## config.mk

```make
export PLATFORM = sky130hd
export DESIGN_NAME = inv_substitution_layer_iter
export DESIGN_NICKNAME = d
export VERILOG_FILES = /design/src/rtl/ascon_pkg.sv /design/src/rtl/inv_sbox_col.sv /design/src/rtl/inv_substitution_layer_iter.sv
export SDC_FILE = /design/constraint.sdc
export NUM_CORES = 1
export LEC_CHECK = 0
export ABC_AREA = 0
export ABC_CLOCK_PERIOD_IN_PS = 7600
export CAP_MARGIN = 20
export CORE_AREA = 2 2 250 252
export DETAILED_ROUTE_END_ITERATION = 10
export DIE_AREA = 0 0 252 254
export PLACE_DENSITY = 0.61
export SYNTH_ARGS = -nofsm -noshare
export SYNTH_HDL_FRONTEND = slang
export SYNTH_SLANG_ARGS = --single-unit
export TNS_END_PERCENT = 10
```

## constraint.sdc

```tcl
create_clock -name clk_i -period 7.6 [get_ports clk_i]
set_input_delay 1.52 -clock clk_i [delete_from_list [all_inputs] [get_ports clk_i]]
set_output_delay 1.52 -clock clk_i [all_outputs]
set_load 0.005 [all_outputs]
```

## src/rtl/ascon_pkg.sv

```systemverilog
// Shared Ascon state types plus the forward/inverse 5-bit S-box tables.
// Consumed by inv_substitution_layer_iter and its inv_sbox_col columns.
package ascon_pkg;

  localparam int NUM_WORDS  = 5;
  localparam int WORD_WIDTH = 64;

  typedef logic [WORD_WIDTH-1:0] ascon_state_t [NUM_WORDS];

  localparam logic [4:0] ASCON_SBOX [32] = '{
    5'h04, 5'h0b, 5'h1f, 5'h14, 5'h1a, 5'h15, 5'h09, 5'h02,
    5'h1b, 5'h05, 5'h08, 5'h12, 5'h1d, 5'h03, 5'h06, 5'h1c,
    5'h1e, 5'h13, 5'h07, 5'h0e, 5'h00, 5'h0d, 5'h11, 5'h18,
    5'h10, 5'h0c, 5'h01, 5'h19, 5'h16, 5'h0a, 5'h0f, 5'h17
  };

  localparam logic [4:0] ASCON_INV_SBOX [32] = '{
    5'h14, 5'h1a, 5'h07, 5'h0d, 5'h00, 5'h09, 5'h0e, 5'h12,
    5'h0a, 5'h06, 5'h1d, 5'h01, 5'h19, 5'h15, 5'h13, 5'h1e,
    5'h18, 5'h16, 5'h0b, 5'h11, 5'h03, 5'h05, 5'h1c, 5'h1f,
    5'h17, 5'h1b, 5'h04, 5'h08, 5'h0f, 5'h0c, 5'h10, 5'h02
  };

  typedef enum logic [1:0] {IDLE, RUN, DONE} inv_sbox_state_e;

endpackage

```

## src/rtl/inv_sbox_col.sv

```systemverilog
// Combinational inverse Ascon S-box for one bit-sliced column (word 0 is bit 4).
module inv_sbox_col
  import ascon_pkg::*;
(
  input  logic [4:0] col_i,
  output logic [4:0] col_o
);

  assign col_o = ASCON_INV_SBOX[col_i];

endmodule

```

## src/rtl/inv_substitution_layer_iter.sv

```systemverilog
// Iterative inverse Ascon S-box layer, COLS_PER_CYCLE columns per RUN cycle.
// Optional forward-S-box self-check selected by macro ASCON_INV_SBOX_SELFCHECK_EN.
module inv_substitution_layer_iter
  import ascon_pkg::*;
#(
  parameter int COLS_PER_CYCLE = 8
) (
  input  logic         clk_i,
  input  logic         rst_ni,
  input  logic         in_valid_i,
  output logic         in_ready_o,
  input  ascon_state_t state_i,
  output logic         out_valid_o,
  input  logic         out_ready_i,
  output ascon_state_t state_o,
  output logic         busy_o,
  output logic         err_o
);

  localparam int N     = WORD_WIDTH / COLS_PER_CYCLE;
  localparam int CNT_W = (N > 1) ? $clog2(N) : 1;
  localparam int IDX_W = $clog2(WORD_WIDTH);

  inv_sbox_state_e state_q, state_d;
  logic [CNT_W-1:0] cnt_q, cnt_d;
  ascon_state_t data_q, data_d;
  logic [IDX_W-1:0] base;
  logic [COLS_PER_CYCLE-1:0][NUM_WORDS-1:0] col_in, col_out;

  assign base = IDX_W'(cnt_q) * IDX_W'(COLS_PER_CYCLE);

  always_comb begin
    for (int k = 0; k < COLS_PER_CYCLE; k++) begin
      for (int w = 0; w < NUM_WORDS; w++) begin
        col_in[k][NUM_WORDS-1-w] = data_q[w][base + IDX_W'(k)];
      end
    end
  end

  for (genvar k = 0; k < COLS_PER_CYCLE; k++) begin : g_col
    inv_sbox_col u_col (
      .col_i (col_in[k]),
      .col_o (col_out[k])
    );
  end

  always_comb begin
    state_d     = state_q;
    cnt_d       = cnt_q;
    data_d      = data_q;
    in_ready_o  = 1'b0;
    out_valid_o = 1'b0;
    unique case (state_q)
      IDLE: begin
        in_ready_o = 1'b1;
        if (in_valid_i) begin
          data_d  = state_i;
          cnt_d   = '0;
          state_d = RUN;
        end
      end
      RUN: begin
        // Only the current chunk is rewritten; all other columns keep their values.
        for (int k = 0; k < COLS_PER_CYCLE; k++) begin
          for (int w = 0; w < NUM_WORDS; w++) begin
            data_d[w][base + IDX_W'(k)] = col_out[k][NUM_WORDS-1-w];
          end
        end
        if (cnt_q == CNT_W'(N - 1)) begin
          cnt_d   = '0;
          state_d = DONE;
        end else begin
          cnt_d = cnt_q + 1'b1;
        end
      end
      DONE: begin
        out_valid_o = 1'b1;
        if (out_ready_i) begin
          state_d = IDLE;
        end
      end
      default: state_d = IDLE;
    endcase
  end

  always_ff @(posedge clk_i) begin
    if (!rst_ni) begin
      state_q <= IDLE;
      cnt_q   <= '0;
      data_q  <= '{default: '0};
    end else begin
      state_q <= state_d;
      cnt_q   <= cnt_d;
      data_q  <= data_d;
    end
  end

  assign state_o = data_q;
  assign busy_o  = (state_q == RUN) || (state_q == DONE);

`ifdef ASCON_INV_SBOX_SELFCHECK_EN
  logic err_q, err_d, mismatch, accept;

  assign accept = in_valid_i && in_ready_o;

  // Re-encrypt each freshly inverted column and compare with what went in.
  always_comb begin
    mismatch = 1'b0;
    for (int k = 0; k < COLS_PER_CYCLE; k++) begin
      if (ASCON_SBOX[col_out[k]] != col_in[k]) begin
        mismatch = 1'b1;
      end
    end
    err_d = err_q;
    if (accept) begin
      err_d = 1'b0;
    end else if ((state_q == RUN) && mismatch) begin
      err_d = 1'b1;
    end
  end

  always_ff @(posedge clk_i) begin
    if (!rst_ni) begin
      err_q <= 1'b0;
    end else begin
      err_q <= err_d;
    end
  end

  assign err_o = err_q;
`else
  assign err_o = 1'b0;
`endif

endmodule

```

==> flow_summary.json <==
{
  "yosys.area.top_type": "dfxtp_1",
  "die-area_um2": 64010,
  "yosysSeqAreaShare": 0.3379,
  "drive_gt1_frac": 0.1099,
  "min-delay-start": "state_q[0]",
  "syn-cell-area_um2": 19260,
  "drt-total-wl_um": 108000,
  "critPathLaunchType": "register",
  "fin_area_um2": 27660,
  "grt_pass1_vias": 21430,
  "synth_edf_count": 0,
  "seq_area_um2": 6515,
  "cts_tree": "yes",
  "maxSlewHeadroom": 0.1865,
  "powerDensity_nw_per_um2": 307.6,
  "fill_cells": 5863,
  "status": "finished, final reports clean",
  "dp_hpwl_um": 77010,
  "async_flop_share": 0,
  "cts_made_buffers": 40,
  "dr.pass1.iters": 5,
  "fin_nets": 3058,
  "ys_warn_count": 0,
  "grt_max_degree": 175,
  "ir_drop_v": 0.0001732,
  "ys.flop_type": "dfxtp_1",
  "post_synth.cell_area_avg_um2": 8.965,
  "cts_setup_buffers": 0,
  "hold_violations": 0,
  "core_um2": 61260,
  "hold_class": "reg -> reg",
  "reg2regPathDepth": 8,
  "cts_hold_buf": 0,
  "period_minus_slack_ns": 4.635,
  "clk_pin_slew_ns": 0.06,
  "postSynthCellCount": 2148,
  "die_w_um": 252,
  "cts_max_path_buffers": 3,
  "crit_arrival_ns": 5.05,
  "numPortBuffers": 646,
  "min_period_over_period": 0.6098,
  "synth.distinct_cells": 93,
  "route.detailed.drc": 0,
  "syn_nets": 2526,
  "tns_ns": 0,
  "worstSetupPathType": "reg -> reg",
  "final_common_cell": "clkdlybuf4s50_1",
  "multi_input_area_um2": 11790,
  "drtIter0Drc": 2409,
  "cp_max_fo": 46,
  "gr-usage-all-layers": 0.3199,
  "cts.htree.levels": 2,
  "crit-reg2reg-launch": "cnt_q[1]",
  "synth_top_area_share": 0.3379,
  "setup_viol_count_final": 0,
  "maxSlewViolCount": 0,
  "r2r_setup_slack_ns": 2.97,
  "routabilityCongestion": 0.9569,
  "final_cell_mix": "clkdlybuf4s50_1, a21oi_1, dfxtp_1",
  "cts_resized": 0,
  "rr_endpoint": "state_o[169]",
  "finClkSkew_ns": 0.02358,
  "cellLeakagePower_uw": 0.009840,
  "fp.dieH_um": 254,
  "cts_root_buf": "clkbuf_16",
  "routed_via_density": 6.331,
  "required_ns": 8.02,
  "insertion_delay_ns": 0.58,
  "antenna_left": 0,
  "syn_to_final_growth_pct": 43.63,
  "fmax_ghz": 0.2158,
  "dp.cells": 3425,
  "worstMarginPinSlew_ns": 1.219,
  "postLayoutCoreUtil": 0.4515,
  "grt_setup_unrepaired": "no",
  "post_drt_wl_per_cell_um": 30.76,
  "cts.sinks": 325,
  "grt_pass1_wl_um": 151300,
  "ios": 648,
  "grt_remaining_overflow": 0,
  "holdPathEnd": "state_q[0]",
  "maxCapViolations": 0,
  "initial_utilization": 0.3144,
  "synth_area_leaders": "dfxtp_1, a21oi_1, o221ai_1",
  "ys_ff_latch": 325,
  "rows": 91,
  "stdcell_count": 3510,
  "antenna_found_initial": 10,
  "crit_path_end_kind": "register",
  "via_count": 22220,
  "holdPathStages": 2,
  "postPlaceCellArea_um2": 26240
}
[critical path, stage by stage, from the launching register on]
cell and delay, ns:
dfxtp_4 0.85, buf_4 0.71, mux4_2 0.46, mux2i_1 0.86, ha_1 0.42, a21oi_1 0.14
mux2i_1 0.16, o21ai_1 0.56, o32ai_1 0.20
[kinds of logic (layout without fill, tap and decap cells)]
kind of cell,after synthesis,after routing,synth area share
AND/OR/NAND/NOR,384,384,0.09617
XOR/XNOR,18,18,0.01150
other,1,10,0.0001947
multiplexers,165,165,0.1333
adder cells (fa/ha/maj),54,54,0.03509
AO/OA/AOI/OAI,961,961,0.3299
buffers and inverters,240,803,0.05601
flip-flops,325,325,0.3379
[flip-flops by register name, summed over array words and instances, names as in the netlist]
| register | count |
|---|---|
| state_q | 2 |
| state_o | 320 |
| cnt_q | 3 |
[Yosys cell counts (22+ instances only)]
cell	instances
o21ai_0	84
dfxtp_1	325
nand3_1	46
mux2_2	23
inv_1	28
a21oi_1	403
ha_1	54
nor2_1	78
mux2i_1	60
mux4_2	62
nand2_1	121
o211ai_1	22
o22ai_1	28
clkbuf_1	141
buf_2	40
nor3_1	25
a31oi_1	55
and3_1	26
o221ai_1	223
[layout make-up]
type | instances | area share
clock inverter | 14 | 0.005519
sequential | 325 | 0.2356
inverter | 40 | 0.005610
timing repair buffer | 690 | 0.2473
clock buffer | 59 | 0.04316
multi-input combinational | 1583 | 0.4263
antenna | 9 | 0.0008143
tap | 790 | 0.03574
[worst max-delay path by stage]
stage	from	endpoint	slack (ns)	cells past startpoint
finish	cnt_q[1]	state_o[169]	2.97	8
global route	cnt_q[0]	state_o[247]	2.64	8
CTS	cnt_q[0]	state_o[121]	2.95	7
detailed placement	in_valid_i	state_o[187]	2.44	8
global placement	in_valid_i	state_o[37]	2.52	8
floorplan	in_valid_i	state_o[230]	4.45	7
[routing by layer]
metal	track usage	routed length, um	share of wire
met2	0.5324	51300	0.48
met1	0.4031	42310	0.39
met4	0.1263	4257	0.039
met3	0.06904	10050	0.093
met5	0	40	0.00037
[through the flow]
stage               hold WS, ns  total power, uW  setup slack [ns]
global route             0.5822             8849             2.640
CTS                      0.5383             8461             2.951
finish                   0.5413             8507             2.965
floorplan                0.4896             4428             4.448
global placement         0.5176             6398             2.521
detailed placement       0.5282             6457             2.442
[report_power, final]
| part | internal, uW | switching [uW] | leakage (uW) |
|---|---|---|---|
| sequential | 2060 | 379 | 0.00270 |
| combinational | 1640 | 2430 | 0.00648 |
| clock | 1160 | 840 | 0.000668 |
| total | 4860 | 3650 | 0.00984 |
Note: power is estimated with default switching activity, not from simulation.
